### config.mk
export PLATFORM = sky130hd
export DESIGN_NAME = log_dotp_scheduler
export DESIGN_NICKNAME = d
export VERILOG_FILES = /design/src/rtl/log_dotp_scheduler.sv
export SDC_FILE = /design/constraint.sdc
export NUM_CORES = 1
export LEC_CHECK = 0
export BUFFER_PORTS_ARGS = -buffer_cell sky130_fd_sc_hd__buf_2
export CORE_AREA = 2 2 379 381
export DETAILED_ROUTE_END_ITERATION = 16
export DIE_AREA = 0 0 381 383
export SLEW_MARGIN = 20
export SYNTH_ARGS = -nofsm -noshare
export SYNTH_HDL_FRONTEND = slang
export SYNTH_SLANG_ARGS = --single-unit
### constraint.sdc
create_clock -name clk -period 1.7 [get_ports clk]
set_input_delay 0.17 -clock clk [delete_from_list [all_inputs] [get_ports clk]]
set_output_delay 0.17 -clock clk [all_outputs]
set_load 0.1 [all_outputs]
### src/rtl/log_dotp_scheduler.sv
// Two-requester round-robin front end for a fixed-latency log-domain dot-product datapath.
// Issued operations carry a requester tag down a LAT-deep pipe so results are routed back in order.
module log_dotp_scheduler #(
    parameter int WIDTH     = 16,
    parameter int LEN       = 8,
    parameter int LOG_WIDTH = 17,
    parameter int LAT       = 5,
    localparam int OPW      = 2*LEN*(LOG_WIDTH+2)
) (
    input  logic             clk,
    input  logic             reset,
    input  logic             req0_valid,
    input  logic [OPW-1:0]   req0_opnd,
    output logic             req0_ready,
    input  logic             req1_valid,
    input  logic [OPW-1:0]   req1_opnd,
    output logic             req1_ready,
    input  logic             drain,
    output logic [OPW-1:0]   dp_opnd,
    output logic             dp_issue,
    input  logic [WIDTH-1:0] dp_result,
    output logic             res0_valid,
    output logic [WIDTH-1:0] res0_data,
    output logic             res1_valid,
    output logic [WIDTH-1:0] res1_data,
    output logic             busy
);

    logic             grant0_s;
    logic             grant1_s;
    logic             last_grant_r;
    logic             dp_issue_r;
    logic [OPW-1:0]   dp_opnd_r;
    logic             issue_tag_r;
    logic [LAT-1:0]   pipe_vld_r;
    logic [LAT-1:0]   pipe_tag_r;
    logic             out_vld_s;
    logic             out_tag_s;
    logic             res0_valid_r;
    logic             res1_valid_r;
    logic [WIDTH-1:0] res0_data_r;
    logic [WIDTH-1:0] res1_data_r;

    // Grant arbitration: single requester wins outright, contention goes to the one not served last.
    always_comb begin
        grant0_s = 1'b0;
        grant1_s = 1'b0;
        if (reset || drain) begin
            grant0_s = 1'b0;
            grant1_s = 1'b0;
        end else if (req0_valid && req1_valid) begin
            if (last_grant_r) begin
                grant0_s = 1'b1;
            end else begin
                grant1_s = 1'b1;
            end
        end else if (req0_valid) begin
            grant0_s = 1'b1;
        end else if (req1_valid) begin
            grant1_s = 1'b1;
        end else begin
            grant0_s = 1'b0;
            grant1_s = 1'b0;
        end
    end

    // Issue register: capture the accepted bundle and remember who was served.
    always_ff @(posedge clk) begin
        if (reset) begin
            dp_issue_r   <= 1'b0;
            dp_opnd_r    <= '0;
            issue_tag_r  <= 1'b0;
            last_grant_r <= 1'b1;
        end else if (grant0_s || grant1_s) begin
            dp_issue_r   <= 1'b1;
            dp_opnd_r    <= grant1_s ? req1_opnd : req0_opnd;
            issue_tag_r  <= grant1_s;
            last_grant_r <= grant1_s;
        end else begin
            dp_issue_r   <= 1'b0;
            dp_opnd_r    <= dp_opnd_r;
            issue_tag_r  <= issue_tag_r;
            last_grant_r <= last_grant_r;
        end
    end

    // Tag pipe: mirrors the datapath latency, never stalls.
    always_ff @(posedge clk) begin
        if (reset) begin
            pipe_vld_r <= '0;
            pipe_tag_r <= '0;
        end else begin
            pipe_vld_r[0] <= dp_issue_r;
            pipe_tag_r[0] <= issue_tag_r;
            for (int i = 1; i < LAT; i++) begin
                pipe_vld_r[i] <= pipe_vld_r[i-1];
                pipe_tag_r[i] <= pipe_tag_r[i-1];
            end
        end
    end

    assign out_vld_s = pipe_vld_r[LAT-1];
    assign out_tag_s = pipe_tag_r[LAT-1];

    // Result routing: the emerging tag picks which requester's data register captures dp_result.
    always_ff @(posedge clk) begin
        if (reset) begin
            res0_valid_r <= 1'b0;
            res1_valid_r <= 1'b0;
            res0_data_r  <= '0;
            res1_data_r  <= '0;
        end else begin
            res0_valid_r <= out_vld_s && !out_tag_s;
            res1_valid_r <= out_vld_s && out_tag_s;
            if (out_vld_s && !out_tag_s) begin
                res0_data_r <= dp_result;
            end else begin
                res0_data_r <= res0_data_r;
            end
            if (out_vld_s && out_tag_s) begin
                res1_data_r <= dp_result;
            end else begin
                res1_data_r <= res1_data_r;
            end
        end
    end

    assign req0_ready = grant0_s;
    assign req1_ready = grant1_s;
    assign dp_issue   = dp_issue_r;
    assign dp_opnd    = dp_opnd_r;
    assign res0_valid = res0_valid_r;
    assign res1_valid = res1_valid_r;
    assign res0_data  = res0_data_r;
    assign res1_data  = res1_data_r;
    // Pending captures are already represented by the last pipe stage.
    assign busy       = dp_issue_r | (|pipe_vld_r) | res0_valid_r | res1_valid_r;

endmodule

# Yosys cells after proc, flatten, opt, wreduce, memory -nomap -nowiden
# Index checks and enable logic that the tools add are counted.
# word_totals
reg_bits,351
out_inout_bits,342
elab_cells,31
# classes
n_mux,11
bitwise_logic,3
reduce_logical,7
# ops
operator,count
304-bit 2-to-1 mux,1
1-bit 2-to-1 mux,10
5-bit OR reduction,1
1-bit logical AND,3
1-bit OR,3
1-bit logical OR,2
1-bit logical NOT,1

# Depth between registers and ports, before layout
# logic_depth
depth_word,6
depth_mapped,8
ltp_nobuf,3

# Worst setup path after synthesis
# Ideal clock, no wire load.
# synth_path
kind,input port to flip-flop
startpoint,in req1_valid
endpoint,reg last_grant_r
setup_time_ns,0.061
arrival_ns,1.891
path_slack_ns,-0.253
cell_stages,5
path_buffers,3
path_cell_list,buf_2 > clkbuf_1 > clkbuf_1 > and3_1 > a211o_1
# synth_via
elab_chain_cells,5
word_cells_on_any_way,8
classes_between,6 x mux; 2 x reduce/logical
# synth_lines
item,line_no,text
"start, declared",15,"input logic req1_valid,"
1-bit 2-to-1 mux,59,end else if (req1_valid) begin
1-bit 2-to-1 mux,57,end else if (req0_valid) begin
1-bit 2-to-1 mux *,51,end else if (req0_valid && req1_valid) begin
1-bit 2-to-1 mux *,48,if (reset || drain) begin
named net req1_ready,17,"output logic req1_ready,"
1-bit logical OR,74,end else if (grant0_s || grant1_s) begin
"end signal, assigned",78,last_grant_r <= grant1_s;
"end signal, assigned",83,last_grant_r <= last_grant_r;
"end, declared",31,logic last_grant_r;
# The timed path passes the listed nets; every way through them passes the cells marked *.
# A chain may end at the register's enable or synchronous reset.

# Final worst setup path
# layout_path
startpoint,in req0_valid
endpoint,"reg dp_opnd_r[243], in the netlist dp_opnd[243]"
# layout_via
elab_chain_cells,4
word_cells_on_any_way,9
classes_between,7 x mux; 2 x reduce/logical
# layout_lines
item,line_no,text
"start, declared",12,"input logic req0_valid,"
1-bit 2-to-1 mux / 1-bit logical AND (equally long branches),"57, 51",
1-bit 2-to-1 mux,51,
1-bit 2-to-1 mux,48,
304-bit 2-to-1 mux / 1-bit logical OR (equally long branches),"76, 74",
"end signal, assigned",76,dp_opnd_r <= grant1_s ? req1_opnd : req0_opnd;
"end signal, assigned",81,dp_opnd_r <= dp_opnd_r;
"end, declared",33,logic [OPW-1:0] dp_opnd_r;
# Several ways; a longest one is shown, not always the timed one.

==> impl_results.md <==
- Status: finished, violations left
- Failing checks: negative hold slack, negative setup slack
- Post-synth EDFFs: 0
- Syn nets: 2673
- Final Routed Wirelength: 126.0 mm
- Most frequent cells after synthesis: dfxtp_1 (351), a21oi_1 (336), nor4_1 (306), nor4b_1 (304), a2111oi_0 (299)
- Library cells used by synthesis: 24
- Die extent in x: 381 µm
- Dominant synthesized flop cell: dfxtp_1
- DR vias: 26276
- Vias in the first global route: 24863
- Number of remaining DRC errors: 0
- Met1 wire length: 51.57 mm
- CP Class: input pin to flop
- Util after Layout: 23.76%
- Minimum clock period: 1.823 ns
- Share of layout cells above drive strength 1: 37.57%
- Startpoint types: input pin
- Initial antenna violation count: 71
- Clock transition at the registers of the reported paths: 0.06 ns
- Pre-CTS setup slack: -0.2982 ns
- Max Transition Viols Final: 0
- Period utilisation layout: 107.2%
- Area delta synth->final: 90.30%
- Setup Skew: 0.01164 ns
- RSZ-0062 raised after global routing: yes
- Worst-path fanout max: 8
- Slew Limit Headroom: 56.88%
- First-pass GRT wire length: 173.7 mm
- Hold Path Class: input pin to flop
- Setup ws final: -0.1227 ns
- CTS tree: yes
- Clock sink count: 351
- Endpoint type of the worst setup path: flop
- Synth area leaders: dfxtp_1 (40%), nor4b_1 (15%), a2111oi_0 (15%)
- CTS Root Cell: clkbuf_16
- Met2 WL: 56.49 mm
- Async SR Flop Fraction: 0%
- Slew @ Worst Pin: 0.6306 ns
- Post-DP Area: 0.02609 mm²
- Worst IR drop on VDD: 0.6354 mV
- Endpoints failing hold: 1
- PortBufs: 970
- PD cells: 835.5 mW/mm²
- Cts bufs inserted: 44
- Post-route cell area: 0.03380 mm²
- Final Hold Slack: -0.01089 ns
- Via-per-instance ratio: 4.775
- Yosys top cell area share: 39.56%
- Clk_lat worst skew: 0.61 ns
- Post-synthesis sequential area ratio: 39.56%
- GRT Residual Overflow: 0
- Uppermost routed layer: met5
- Pin count of the biggest net entering global routing: 95
- Largest area contributor in the netlist: dfxtp_1
- Clock Tree Buf Depth: 3
- Dpl hpwl: 91.55 mm
- Final net count: 4158
- Count leader, synth: dfxtp_1
- Drt first pass iters: 10
- Total chip power: 28.24 mW
- Die height: 383 µm
- H-tree depth: 2
- Mapped cell area: 0.01776 mm²
- Gr usage total: 15.81%
- Floorplan row count: 139
- Critical Path RT: 2.17 ns
- Setup Viol. Count Final: 17
- Cell count after synthesis: 2044
- Core ar.: 0.1423 mm²
- Reg2reg setup slack: -0.09 ns
- WL/cell: 22.90 µm
- Initial drt markers: 2443
- Final ANT Viol Nets: 0
- Average size of a mapped cell: 8.690 µm²
- Die area: 0.1459 mm²
- MaxCap Viol Count: 0
- GPL Wtd Cong: 0.9314
- Initial Util: 12.49%
- Crit path DAT: 2.29 ns
- Warnings, synthesis: 0
- Wire length on met3: 12.40 mm
- Fmax: 0.5486 GHz
- Io pins: 971
- Yosys reg bits: 351
- Leak: 12.97 nW
-- flip-flops by register name, summed over array words and instances, names as in the netlist --
register and flops:
res0_data 16, res1_valid 1, dp_opnd 304, last_grant_r 1
res1_data 16, pipe_vld_r 5, dp_issue 1, res0_valid 1
issue_tag_r 1, pipe_tag_r 5
-- metal layers --
| metal | GRT usage, % | vias up |
|---|---|---|
| li1 | - | 11420 |
| met3 | 5.047 | 433 |
| met5 | 0 | - |
| met4 | 5.761 | 28 |
| met2 | 24.96 | 1733 |
| met1 | 20.05 | 12662 |
-- worst paths after layout --
| kind | cells past startpoint | start | to |
|---|---|---|---|
| max | 8 | req0_valid | dp_opnd[243]$_SDFFE_PP0P_ |
| min | 3 | req0_opnd[107] | dp_opnd[107]$_SDFFE_PP0P_ |
| max reg2reg | 5 | last_grant_r$_SDFFE_PP1P_ | dp_opnd[243]$_SDFFE_PP0P_ |
| min reg2reg | 1 | pipe_tag_r[0]$_SDFF_PP0_ | pipe_tag_r[1]$_SDFF_PP0_ |
-- cell usage in the layout (no fill, tap or decap), types with 3 or more instances in the layout --
cell / count
a2111oi_0: 222
a2111oi_1: 60
a2111oi_2: 21
a21oi_1: 336
buf_12: 43
buf_2: 940
buf_4: 223
buf_6: 4
clkbuf_1: 8
clkbuf_16: 47
clkbuf_4: 5
clkbuf_8: 15
clkinv_2: 4
clkinv_8: 3
clkinvlp_4: 3
dfxtp_1: 350
diode_2: 39
dlygate4sd3_1: 566
nand2_1: 65
nor2_1: 3
nor2b_1: 11
nor4_1: 302
nor4_2: 3
nor4b_1: 296
nor4b_2: 8
-- worst max-delay path, cell delays in order --
cell           delay, ns
dlygate4sd3_1       0.57
buf_2               0.24
nor2_4              0.10
buf_4               0.17
clkbuf_16           0.18
buf_4               0.17
a2111oi_0           0.57
nor4_1              0.11
-- power breakdown --
part           total, mW  leakage [nW]  switching [mW]  internal [mW]
clock network       9.76         0.711            4.19           5.57
registers           9.05          2.88           0.323           8.72
logic               9.44          9.38            6.55           2.88
total               28.2          13.0            11.1           17.2
-- logic make-up (layout without fill, tap and decap cells) --
family          after synthesis  in the layout  share of synthesized area (%)
buf+inv                     350           1867                          7.854
other cells                   0             39                              0
compound gates              642            642                          24.61
simple gates                701            701                          27.98
flops                       351            351                          39.56
-- final cells by class --
type | count | area [µm²]
diodes | 39 | 97.59
clock buffers | 67 | 1338
clock inverters | 11 | 121.4
fillers | 15395 | 108500
inverters | 1 | 3.754
multi-input cells | 1343 | 9684
flip-flops and latches | 351 | 7030
well taps | 1903 | 2381
repair buffers | 1788 | 13150
-- what timing repair did --
item / in CTS / in global routing
pin swaps: 2 / 13
endpoints found under the setup margin: 29 / 102
hold endpoints to repair: 334 / 0
setup buffers: 1 / 1
hold buffers: 566 / 0
resized for setup: 29 / 116
cloned: 0 / 3
-- metrics by stage --
stage	TNS [ns]	hold slack, ns	instances
detailed placement	-11.83	0.4310	4815
global placement	-6.407	0.4226	4815
finish	-0.6271	-0.01089	5503
CTS	-0.1214	0.001054	5460
floorplan	0	0.3060	2044
global route	-1.328	0.02579	5485
Power figures use the tool's default switching activity.
